--- src/rtl/gc_pkg.sv ---
// Shared types and constants for the GameCube controller poll scheduler.
// Optional feature macro used by the scheduler: GC_POLL_RUMBLE_EN.
package gc_pkg;

   typedef enum logic [1:0] {
      ST_IDLE    = 2'd0,
      ST_SEND    = 2'd1,
      ST_TX_WAIT = 2'd2,
      ST_RX_WAIT = 2'd3
   } gc_state_e;

   localparam int GC_STATUS_W = 64;
   localparam int GC_CMD_W    = 24;
   localparam int ERR_CNT_W   = 8;

   localparam logic [GC_CMD_W-1:0] GC_CMD_POLL = 24'h400300;

   // Error counter sticks at all-ones instead of wrapping.
   function automatic logic [ERR_CNT_W-1:0] sat_inc(input logic [ERR_CNT_W-1:0] v);
      return (&v) ? v : v + 1'b1;
   endfunction

endpackage

--- src/rtl/gc_interval_timer.sv ---
// Poll pacing counter: counts 0..PERIOD-1 while enabled and emits a one-cycle
// registered pulse on each wrap. Held at zero while disabled.
module gc_interval_timer #(
   parameter logic [31:0] PERIOD = 32'd600000
) (
   input  logic clk,
   input  logic reset,
   input  logic enable,
   output logic due
);

   logic [31:0] cnt_q, cnt_d;
   logic        due_q, due_d;

   always_comb begin
      cnt_d = cnt_q + 32'd1;
      due_d = 1'b0;
      if (!enable) begin
         cnt_d = '0;
      end else if (cnt_q == PERIOD - 32'd1) begin
         cnt_d = '0;
         due_d = 1'b1;
      end
   end

   always_ff @(posedge clk) begin
      if (reset) begin
         cnt_q <= '0;
         due_q <= 1'b0;
      end else begin
         cnt_q <= cnt_d;
         due_q <= due_d;
      end
   end

   assign due = due_q;

endmodule

--- src/rtl/gc_poll_sched.sv ---
// Periodic GameCube controller poll scheduler: send poll command, then capture
// the 64-bit status or time out. GC_POLL_RUMBLE_EN adds a rumble input bit.
//
//   state      | meaning
//   -----------+---------------------------------------------
//   ST_IDLE    | waiting for poll_due
//   ST_SEND    | tx_start/tx_cmd presented for one cycle
//   ST_TX_WAIT | transmitter busy, waiting for tx_done
//   ST_RX_WAIT | rx_arm high, waiting for rx_valid or timeout
module gc_poll_sched
   import gc_pkg::*;
#(
   parameter logic [31:0]         POLL_PERIOD = 32'd600000,
   parameter logic [31:0]         RX_TIMEOUT  = 32'd50000,
   parameter logic [GC_CMD_W-1:0] POLL_CMD    = GC_CMD_POLL
) (
   input  logic                   clk,
   input  logic                   reset,
   input  logic                   enable,
`ifdef GC_POLL_RUMBLE_EN
   input  logic                   rumble,
`endif
   output logic [GC_CMD_W-1:0]    tx_cmd,
   output logic                   tx_start,
   input  logic                   tx_done,
   output logic                   rx_arm,
   input  logic                   rx_valid,
   input  logic [GC_STATUS_W-1:0] rx_data,
   output logic [GC_STATUS_W-1:0] status,
   output logic                   status_valid,
   output logic                   timeout_err,
   output logic                   missed_poll,
   output logic [ERR_CNT_W-1:0]   err_count,
   output logic                   busy
);

   logic                   poll_due;
   logic [GC_CMD_W-1:0]    cmd_word;

   gc_state_e              state_q;
   logic [31:0]            tmo_q;
   logic [GC_CMD_W-1:0]    tx_cmd_q;
   logic                   tx_start_q;
   logic                   rx_arm_q;
   logic [GC_STATUS_W-1:0] status_q;
   logic                   status_valid_q;
   logic                   timeout_err_q;
   logic                   missed_poll_q;
   logic [ERR_CNT_W-1:0]   err_count_q;
   logic                   busy_q;

   gc_interval_timer #(.PERIOD(POLL_PERIOD)) u_timer (
      .clk    (clk),
      .reset  (reset),
      .enable (enable),
      .due    (poll_due)
   );

`ifdef GC_POLL_RUMBLE_EN
   assign cmd_word = {POLL_CMD[GC_CMD_W-1:1], rumble};
`else
   assign cmd_word = POLL_CMD;
`endif

   always_ff @(posedge clk) begin
      if (reset) begin
         state_q        <= ST_IDLE;
         tmo_q          <= '0;
         tx_cmd_q       <= '0;
         tx_start_q     <= 1'b0;
         rx_arm_q       <= 1'b0;
         status_q       <= '0;
         status_valid_q <= 1'b0;
         timeout_err_q  <= 1'b0;
         missed_poll_q  <= 1'b0;
         err_count_q    <= '0;
         busy_q         <= 1'b0;
      end else begin
         tx_start_q     <= 1'b0;
         status_valid_q <= 1'b0;
         timeout_err_q  <= 1'b0;
         // A poll arriving mid-transaction is dropped, only flagged.
         missed_poll_q  <= poll_due && (state_q != ST_IDLE);

         case (state_q)
            ST_IDLE: begin
               if (poll_due) begin
                  state_q    <= ST_SEND;
                  tx_start_q <= 1'b1;
                  tx_cmd_q   <= cmd_word;
                  busy_q     <= 1'b1;
               end
            end
            ST_SEND: begin
               state_q  <= ST_TX_WAIT;
               tx_cmd_q <= '0;
            end
            ST_TX_WAIT: begin
               if (tx_done) begin
                  state_q  <= ST_RX_WAIT;
                  tmo_q    <= '0;
                  rx_arm_q <= 1'b1;
               end
            end
            ST_RX_WAIT: begin
               // rx_valid has priority over a coincident timeout.
               if (rx_valid) begin
                  state_q        <= ST_IDLE;
                  status_q       <= rx_data;
                  status_valid_q <= 1'b1;
                  rx_arm_q       <= 1'b0;
                  busy_q         <= 1'b0;
               end else if (tmo_q == RX_TIMEOUT - 32'd1) begin
                  state_q       <= ST_IDLE;
                  timeout_err_q <= 1'b1;
                  err_count_q   <= sat_inc(err_count_q);
                  rx_arm_q      <= 1'b0;
                  busy_q        <= 1'b0;
               end else begin
                  tmo_q <= tmo_q + 32'd1;
               end
            end
            default: begin
               state_q <= ST_IDLE;
            end
         endcase
      end
   end

   assign tx_cmd       = tx_cmd_q;
   assign tx_start     = tx_start_q;
   assign rx_arm       = rx_arm_q;
   assign status       = status_q;
   assign status_valid = status_valid_q;
   assign timeout_err  = timeout_err_q;
   assign missed_poll  = missed_poll_q;
   assign err_count    = err_count_q;
   assign busy         = busy_q;

endmodule

--- config.mk ---
export PLATFORM = sky130hd
export DESIGN_NAME = gc_poll_sched
export DESIGN_NICKNAME = d
export VERILOG_FILES = /design/src/rtl/gc_pkg.sv /design/src/rtl/gc_interval_timer.sv /design/src/rtl/gc_poll_sched.sv
export SDC_FILE = /design/constraint.sdc
export NUM_CORES = 1
export LEC_CHECK = 0
export BUFFER_PORTS_ARGS = -buffer_cell sky130_fd_sc_hd__buf_2
export CAP_MARGIN = 10
export CORE_UTILIZATION = 57
export CTS_CLUSTER_DIAMETER = 120
export DETAILED_ROUTE_END_ITERATION = 10
export PLACE_DENSITY = 0.84
export SLEW_MARGIN = 20
export SYNTH_ARGS = -nofsm -noshare
export SYNTH_HDL_FRONTEND = slang
export SYNTH_SLANG_ARGS = --single-unit
--- constraint.sdc ---
create_clock -name clk -period 6.1 [get_ports clk]
set_input_delay 0.61 -clock clk [delete_from_list [all_inputs] [get_ports clk]]
set_output_delay 0.61 -clock clk [all_outputs]
set_load 0.02 [all_outputs]
==> results.json, run 1 <==
{
  "worst_clock_skew_ps": 8.27,
  "nFillCells": 874,
  "min_period_ps": 2910,
  "drv_slew": 0,
  "ys_ff_latch": 146,
  "finalSetupViolations": 0,
  "setup_tns_ps": 0,
  "vias_per_cell": 5.78,
  "htreeDepth": 4,
  "drcViolationCount": 0,
  "holdPathEnd": "status[45]$_SDFFE_PP0P_",
  "max_cap_violations": 0,
  "rows": 38,
  "holdCritStartpoint": "rx_data[45]",
  "post-place-ws_ps": 3210,
  "n_antenna_cell": 0,
  "clock_path_buffers": 2,
  "power_density_mw_per_mm2": 261,
  "fin_crit_sh": 0.477,
  "status": "finished clean",
  "cts.clk_slew.worst_paths_ps": 60,
  "drt_wl_total_um": 16100,
  "crit_chain": "ha_1, nand3_2, or4_4, or4_1, nor4b_1, mux2_2",
  "layout-drive-gt1-share": 0.213,
  "clock.fmax_ghz": 0.344,
  "num_vias": 6291,
  "synthCells": 818,
  "port_buffers": 149,
  "wl_per_cell_um": 14.8,
  "post_dp_cell_area_mm2": 0.00727,
  "crit_type": "register to register",
  "max_stage_delay_ps": 720,
  "p_leak_nw": 2.94,
  "cts_resized": 0,
  "synth_edf_count": 0,
  "grt_max_degree": 76,
  "start_util": 0.596,
  "root_buffer": "clkbuf_16",
  "hold_depth": 3,
  "synth-main-ff-cell": "dfxtp_1",
  "slowest_stage": "or4_1",
  "coreArea_mm2": 0.0111,
  "r2r-start": "tmo_q[0]$_SDFFE_PP0P_",
  "die_h_um": 110,
  "cts_tree": "done",
  "post-cts-setup-buffers": 0,
  "hpwl_um": 10700,
  "hold_slack_ps": 421,
  "tightestPinTransition_ps": 930,
  "antenna_left": 0,
  "place.gp.congestion": 0.875,
  "ys_types": 55,
  "grt_pass1_vias": 5592,
  "critPathMaxFanout": 16,
  "clk_latency_ps": 420,
  "postLayoutCellArea_mm2": 0.00787,
  "gr-total-overflow": 0,
  "areaGrowthSynthToFinish_pct": 19.2,
  "grt.total_usage": 0.271,
  "cts_hold_buf": 0,
  "drt-pass1-iter-count": 6,
  "reg2regPathDepth": 6,
  "die_area_mm2": 0.0120,
  "grt_pass1_wl_um": 25800,
  "antenna_found_initial": 0,
  "synth.avg_cell_area_um2": 8.07,
  "initialDrtViolationCount": 555,
  "reg2reg_slack_ps": 3190,
  "power_w": 0.00206,
  "tritoncts.num_buffers": 17,
  "hold_class": "primary input to register",
  "worstPathRequired_ps": 6410,
  "crit_family": "simple AND/OR/NAND/NOR gates",
  "numClockSinks": 146,
  "endpoint_kind": "register",
  "syn-cell-area_mm2": 0.00660,
  "ys_async_sr_fraction": 0,
  "io_pins": 171,
  "nets": 1011,
  "setup_slack_ps": 3190,
  "ir_drop_v": 0.000233,
  "cp_data_arrival_time_ps": 3220,
  "yosysWarnings": 0,
  "hold_viol": 0,
  "r2r_end": "err_count[5]$_SDFFE_PP0P_",
  "dieWidth_um": 110,
  "yosysSeqAreaShare": 0.443,
  "rsz0062_at_grt": "no",
  "maxSlewHeadroom": 0.374,
  "path_buf_inv": 0,
  "cp-start-kind": "register"
}
## layout by cell type, fill, tap and decap left out, types with 4 or more instances in the layout
master	n
nor4_1	16
or3_1	13
o21ai_0	25
nand2b_1	8
a211oi_1	4
nor2b_1	4
xor2_1	22
a31oi_1	21
a311oi_1	10
o31a_1	4
and2_1	9
clkinvlp_4	4
o32ai_1	4
nor3_1	7
o31ai_1	4
clkbuf_16	17
nand3_1	40
ha_1	7
nand2_1	153
o311ai_0	5
nand4_1	24
nor2_1	42
buf_2	148
o41ai_1	4
a21oi_1	84
inv_1	14
dfxtp_1	146
buf_4	6
or4_1	12
and4_1	8
and3_1	13
inv_6	4
conb_1	21
## worst reg2reg max path: cells and delay by family, from the launching register on
kind / cells / cell delay, ps
flops: 1 / 430
simple gates: 4 / 1690
fa+ha+maj: 1 / 300
mux: 1 / 370
## registers in the layout, summed over array words and instances, names as in the netlist, 2 cells and up
signal,count
u_timer.cnt_q,32
state_q,2
tmo_q,32
err_count,8
status,64
## per-layer routing
metal,share of wire,up-vias,GRT usage
met5,0,-,0
met4,0.024,0,0.130
met3,0.064,39,0.0599
met2,0.49,231,0.439
met1,0.42,2906,0.343
li1,-,3115,-
## cell type report
cell class                      count  area, µm²  area share
Clock buffer                       18        439      0.0558
Clock inverter                     14        144      0.0183
Inverter                           14       52.6     0.00668
Multi-Input combinational cell    601       3340       0.424
Sequential cell                   146       2920       0.371
Tap cell                          140        175      0.0223
Timing Repair Buffer              155        797       0.101
## stage by stage
| stage | cells | util |
|---|---|---|
| after global routing | 1088 | 0.710 |
| after floorplan | 838 | - |
| after global placement | 1055 | 0.657 |
| final | 1088 | 0.710 |
| after detailed placement | 1055 | 0.657 |
| after CTS | 1087 | 0.709 |
## report_power, final
| part | internal, W | leakage (nW) | switching [W] |
|---|---|---|---|
| registers | 0.000957 | 1.18 | 0.00000360 |
| clock network | 0.000584 | 0.274 | 0.000433 |
| logic | 0.0000288 | 1.49 | 0.0000508 |
## Yosys cell counts, types with 10 or more instances
cell      instances  share of area
o21ai_0          25          0.019
or4_1            12          0.014
nand4_1          24          0.023
inv_1            14         0.0080
and2_1           10         0.0095
and3_1           13          0.012
or3_1            13          0.012
nor4_1           16          0.015
a31oi_1          21          0.020
nand3_1          40          0.030
xor2_1           22          0.029
a311oi_1         10          0.013
a21oi_1          84          0.064
clkbuf_1         45          0.026
buf_4            23          0.026
nor2_1           42          0.024
nand2_1         154          0.088
dfxtp_1         146           0.44
## worst max path at each step
stage | startpoint | end | slack (ps) | cells past startpoint
floorplan | tmo_q[0]$_SDFFE_PP0P_ | err_count[5]$_SDFFE_PP0P_ | 3560 | 7
global placement | tmo_q[0]$_SDFFE_PP0P_ | err_count[5]$_SDFFE_PP0P_ | 3290 | 6
detailed placement | tmo_q[0]$_SDFFE_PP0P_ | err_count[5]$_SDFFE_PP0P_ | 3210 | 6
CTS | tmo_q[0]$_SDFFE_PP0P_ | err_count[5]$_SDFFE_PP0P_ | 3190 | 6
global route | tmo_q[0]$_SDFFE_PP0P_ | err_count[5]$_SDFFE_PP0P_ | 3020 | 6
finish | tmo_q[0]$_SDFFE_PP0P_ | err_count[5]$_SDFFE_PP0P_ | 3190 | 6
## logic make-up (layout without fill, tap and decap cells)
family                     Yosys count  count (layout)  share of synthesized area
AOI/OAI and AO/OA                  177             177                      0.162
xor gates and xnor gates            25              25                     0.0332
adders and majority gates            7               7                     0.0133
buffers and inverters               91             201                     0.0654
DFF                                146             146                      0.443
muxes                                2               2                    0.00322
other                                1              21                   0.000568
and+or+nand+nor                    369             369                      0.279
Note: power is estimated with default switching activity, not from simulation.
==> inputs of run 2 (changes only) <==
ABC_AREA = 1   (was unset)
CORE_UTILIZATION = 54   (was 57)
PLACE_DENSITY = 0.79   (was 0.84)
clock period = 2.8 ns   (was 6.1 ns; I/O delays follow)
==> run 2 against run 1 <==
- die area increased by 17%
- setup slack got worse by 2400 ps
- core utilization decreased by 5.7 points
- non-clock buffer count increased by 2
- final cell count increased by 31%
- hold slack got worse by 320 ps
- area after synthesis increased by 11%
- sequential cell count unchanged
- maximum frequency increased by 42%
==> results.json, run 2 <==
{
  "num_vias": 7232,
  "nets": 1310,
  "drt-pass1-iter-count": 5,
  "root_buffer": "clkbuf_16",
  "grt_pass1_wl_um": 29900,
  "numClockSinks": 146,
  "post_dp_cell_area_mm2": 0.00810,
  "rsz0062_at_grt": "no",
  "worstPathRequired_ps": 3150,
  "grt_max_degree": 74,
  "drcViolationCount": 0,
  "tritoncts.num_buffers": 17,
  "areaGrowthSynthToFinish_pct": 17.8,
  "hold_viol": 0,
  "syn-cell-area_mm2": 0.00735,
  "crit_type": "register to register",
  "tightestPinTransition_ps": 641,
  "antenna_left": 0,
  "power_density_mw_per_mm2": 608,
  "synth_common_cells": "nor2_1, nand2_1, dfxtp_1, inv_1, o21ai_0",
  "postLayoutCellArea_mm2": 0.00866,
  "grt_pass1_vias": 6519,
  "power_w": 0.00526,
  "dieWidth_um": 119,
  "drt_wl_total_um": 17800,
  "setup_tns_ps": 0,
  "synthDominantCellAreaShare": 0.398,
  "ys_ff_latch": 146,
  "synth_most_common_cell": "nor2_1",
  "coreArea_mm2": 0.0132,
  "worst_clock_skew_ps": 8.79,
  "post-cts-setup-buffers": 0,
  "ys_types": 37,
  "post-place-ws_ps": 756,
  "ir_drop_v": 0.000456,
  "grt.total_usage": 0.256,
  "rows": 42,
  "wl_per_cell_um": 12.5,
  "place.gp.congestion": 0.924,
  "cp-start-kind": "register",
  "ys_top_cells_by_area": "dfxtp_1, nor2_1, nand2_1, o21ai_0, inv_1",
  "p_leak_nw": 3.54,
  "die_h_um": 119,
  "die_area_mm2": 0.0141,
  "n_antenna_cell": 0,
  "antenna_found_initial": 0,
  "fin_crit_sh": 0.731,
  "endpoint_kind": "register",
  "yosys.area.top_type": "dfxtp_1",
  "htreeDepth": 4,
  "min_period_ps": 2050,
  "final_common_cell": "nor2_1",
  "ys_async_sr_fraction": 0,
  "status": "finished clean",
  "cts_hold_buf": 0,
  "synth-main-ff-cell": "dfxtp_1",
  "hpwl_um": 12500,
  "synth.avg_cell_area_um2": 6.68,
  "synthCells": 1100,
  "maxSlewHeadroom": 0.573,
  "cts.clk_slew.worst_paths_ps": 60,
  "port_buffers": 149,
  "yosysWarnings": 0,
  "vias_per_cell": 5.09,
  "gr-total-overflow": 0,
  "cts_resized": 0,
  "largest_reg_flops": 64,
  "cts_tree": "done",
  "initialDrtViolationCount": 612,
  "clk_latency_ps": 420,
  "setup_slack_ps": 753,
  "drv_slew": 0,
  "clock_path_buffers": 2,
  "yosysSeqAreaShare": 0.398,
  "layout-drive-gt1-share": 0.193,
  "clock.fmax_ghz": 0.489,
  "io_pins": 171,
  "critPathMaxFanout": 15,
  "max_cap_violations": 0,
  "cp_data_arrival_time_ps": 2400,
  "synth_edf_count": 0,
  "hold_class": "primary input to register",
  "finalSetupViolations": 0,
  "start_util": 0.555,
  "final_cell_mix": "nor2_1, nand2_1, buf_2"
}
run 2: changes by cell type after synthesis, sizes merged, moves of 20 or more:
cell,change
a21oi,-42
nor3,+20
a31oi,-20
nand2,+86
clkbuf,-25
inv,+74
nor2,+243
o21ai,+44
run 2: power breakdown:
part           switching (W)  internal, W  leakage (nW)  total (W)
Clock               0.000885      0.00127         0.264    0.00216
Sequential         0.0000424      0.00216          1.18    0.00220
Combinational       0.000654     0.000253          2.10   0.000906
run 2: final cells by class:
class,count,area [µm²]
Fill cell,1203,4580
Multi-Input combinational cell,822,3810
Sequential cell,146,2920
Timing Repair Buffer,157,806
Clock buffer,21,460
Inverter,90,338
Tap cell,176,220
Clock inverter,10,103
run 2: stage by stage:
step,cells,utilization,hold slack [ps]
2_1_floorplan,1120,-,357
3_3_place_gp,1391,0.611,449
3_5_place_dp,1391,0.611,454
4_1_cts,1422,0.654,86.3
5_1_grt,1422,0.654,81.5
6_report,1422,0.654,97.5
run 2: path summary, 6_finish.rpt:
kind                                               from                     end  slack, ps  cells after the start
worst max register to register  state_q[0]$_SDFFE_PP0P_  tmo_q[19]$_SDFFE_PP0P_        750                     11
worst min-delay path                           rx_valid  timeout_err$_SDFF_PP0_        100                      2
worst min register to register      rx_arm$_SDFFE_PP0P_     rx_arm$_SDFFE_PP0P_        470                      2
worst max-delay path            state_q[0]$_SDFFE_PP0P_  tmo_q[19]$_SDFFE_PP0P_        750                     11
run 2: worst max-delay path, stage by stage, from the launching register on:
cell	delay, ps
dfxtp_1	330
inv_1	100
ha_1	190
inv_1	50
or2_1	250
o21ai_2	120
inv_2	50
nand2_1	120
nand2_1	380
inv_1	230
nand2_1	70
nor2_1	90
run 2: kinds of logic after synthesis:
| kind of cell | after synthesis | synth area share |
|---|---|---|
| and+or+nand+nor | 658 | 0.386 |
| other | 1 | 0.000510 |
| buffers and inverters | 152 | 0.0946 |
| xor gates and xnor gates | 23 | 0.0274 |
| adders and majority gates | 7 | 0.0119 |
| DFF | 146 | 0.398 |
| AOI/OAI and AO/OA | 113 | 0.0822 |
run 2: layer usage:
metal,wire length (µm),vias to the layer above,global-route usage
met1,7830,3243,0.323
li1,-,3722,-
met3,1070,40,0.0652
met5,0,-,0
met2,8460,227,0.418
met4,398,0,0.0989
==> inputs of run 3 (changes only) <==
ABC_AREA = 0   (was 1)
CORE_UTILIZATION = 48   (was 54)
PLACE_DENSITY = 0.75   (was 0.79)
clock period = 1.8 ns   (was 2.8 ns; I/O delays follow)
==> run 3 against run 2 <==
- the run now ends with negative setup slack left
- hold slack got worse by 93 ps
- cell area increased by 17%
- clock skew increased by 4.8 ps
- sequential power increased by 48%
- sequential cell count unchanged
- setup slack got worse by 1300 ps
- sequential share of layout area decreased by 4.6 points
- global-route usage increased by 4.2 points
- non-clock buffer count increased by 180
- clock power increased by 59%
- maximum frequency decreased by 14%
- wire length increased by 31%
- largest power group is now clock
- highest routed layer unchanged
==> results.json, run 3 (same netlist as run 1, synthesis figures left out) <==
{
  "status": "finished with violations",
  "violations": "negative setup slack",
  "largest_reg_flops": 64,
  "hpwl_um": 12400,
  "numClockSinks": 146,
  "critPathMaxFanout": 7,
  "antenna_found_initial": 0,
  "clock.fmax_ghz": 0.421,
  "drt-pass1-iter-count": 6,
  "layout-drive-gt1-share": 0.363,
  "seqPwrFrac": 0.456,
  "cp-start-kind": "register",
  "utilization": 0.756,
  "p_switching_w": 0.00167,
  "grt.total_usage": 0.299,
  "min_period_ps": 2380,
  "cts_tree": "done",
  "crit_type": "register to register",
  "antenna_left": 0,
  "hold_slack_ps": 4.99,
  "die_area_mm2": 0.0142,
  "num_vias": 7600,
  "clock_path_buffers": 2,
  "clk_latency_ps": 430,
  "nets": 1193,
  "start_util": 0.494,
  "setup_slack_ps": -576,
  "worst_clock_skew_ps": 13.6,
  "coreArea_mm2": 0.0133,
  "hold_class": "primary input to register",
  "n_antenna_cell": 0,
  "die_h_um": 119,
  "drt_wl_total_um": 23300,
  "finalSetupViolations": 45,
  "dieWidth_um": 119,
  "drcViolationCount": 0,
  "final_cell_mix": "nand2_1, buf_2, dfxtp_1",
  "cts.clk_slew.worst_paths_ps": 60,
  "rsz0062_at_grt": "yes",
  "hold_viol": 0,
  "initialDrtViolationCount": 783,
  "root_buffer": "clkbuf_16",
  "drv_slew": 0,
  "critPathLaunch": "tmo_q[1]$_SDFFE_PP0P_",
  "endpoint_kind": "register",
  "holdCritStartpoint": "rx_data[56]",
  "place.gp.congestion": 0.863,
  "maxSlewHeadroom": 0.541,
  "htreeDepth": 4,
  "final_common_cell": "nand2_1",
  "vias_per_cell": 5.83,
  "r2r-start": "tmo_q[1]$_SDFFE_PP0P_",
  "grt_pass1_wl_um": 34000,
  "areaGrowthSynthToFinish_pct": 53.0,
  "clock_power_share": 0.482,
  "port_buffers": 149,
  "fin_crit_sh": 1.32,
  "switching_share": 0.234,
  "io_pins": 171,
  "ir_drop_v": 0.000637,
  "grt_pass1_vias": 6964,
  "p_comb_frac": 0.063,
  "power_density_mw_per_mm2": 706,
  "wl_per_cell_um": 17.9,
  "max_cap_violations": 0,
  "p_int_w": 0.00546,
  "grt_max_degree": 65,
  "gr-total-overflow": 0,
  "p_leak_nw": 3.96,
  "tritoncts.num_buffers": 17,
  "worstPathRequired_ps": 2160,
  "tightestPinTransition_ps": 683,
  "cp_data_arrival_time_ps": 2740,
  "rows": 42
}
[run 3: changes by cell type in the layout (fill, tap and decap cells not counted), sizes merged, moves of 44 or more]
cell	change
nor2	-243
o21ai	-44
inv	-74
dlygate4sd3	+53
nand2	-86
buf	+127
[run 3: power groups by stage]
stage / Combinational [W] / Clock (W) / Sequential, W
floorplan: 0.000196 / 0 / 0.00332
global placement: 0.000306 / 0 / 0.00332
detailed placement: 0.000310 / 0 / 0.00332
CTS: 0.000404 / 0.00343 / 0.00325
global route: 0.000472 / 0.00359 / 0.00325
finish: 0.000446 / 0.00343 / 0.00325
[run 3: area by class of cell]
cell class,count,area (µm²)
well taps,176,220
multi-input cells,601,3880
flip-flops and latches,146,2950
clock buffers,19,464
clock inverters,11,104
inverters,14,52.6
repair buffers,337,2430
fillers,833,3250
[run 3: worst max-delay path: stages (launching register included)]
cell     delay, ps
dfxtp_4        360
ha_4           150
nand3_4         90
or4_4          450
or4_4          520
buf_6          160
or4_1          460
a21oi_1        120
[run 3: through the flow]
step                      TNS [ps]  cells  setup slack [ps]  area, µm²  power (W)
after floorplan             -12340    838              -521       6750    0.00352
after global placement      -12110   1201              -538       8230    0.00362
after detailed placement    -13430   1201              -566       8230    0.00363
after CTS                   -16010   1296              -513       9670    0.00708
after global routing        -19350   1304              -613      10100    0.00731
final                       -15870   1304              -576      10100    0.00712
[run 3: repair_timing]
item,in CTS,in global routing
cloned,5,0
resized for setup,50,92
endpoints found under the setup margin,45,61
pin swaps,17,43
endpoints found under the hold margin,53,0
hold buffers,53,0
buffers inserted,7,9
[run 3: final timing paths]
kind / to / slack (ps) / cells after the start
setup / recovery: err_count[7]$_SDFFE_PP0P_ / -580 / 7
hold / removal: status[56]$_SDFFE_PP0P_ / 5 / 3
setup reg to reg: err_count[7]$_SDFFE_PP0P_ / -580 / 7
hold reg to reg: status[55]$_SDFFE_PP0P_ / 450 / 2
[run 3: layer usage]
metal,vias up,global-route usage,wire length [µm]
met5,-,0,0
met1,3604,0.355,9150
met2,405,0.515,11600
met4,0,0.123,979
li1,3478,-,-
met3,113,0.0694,1620
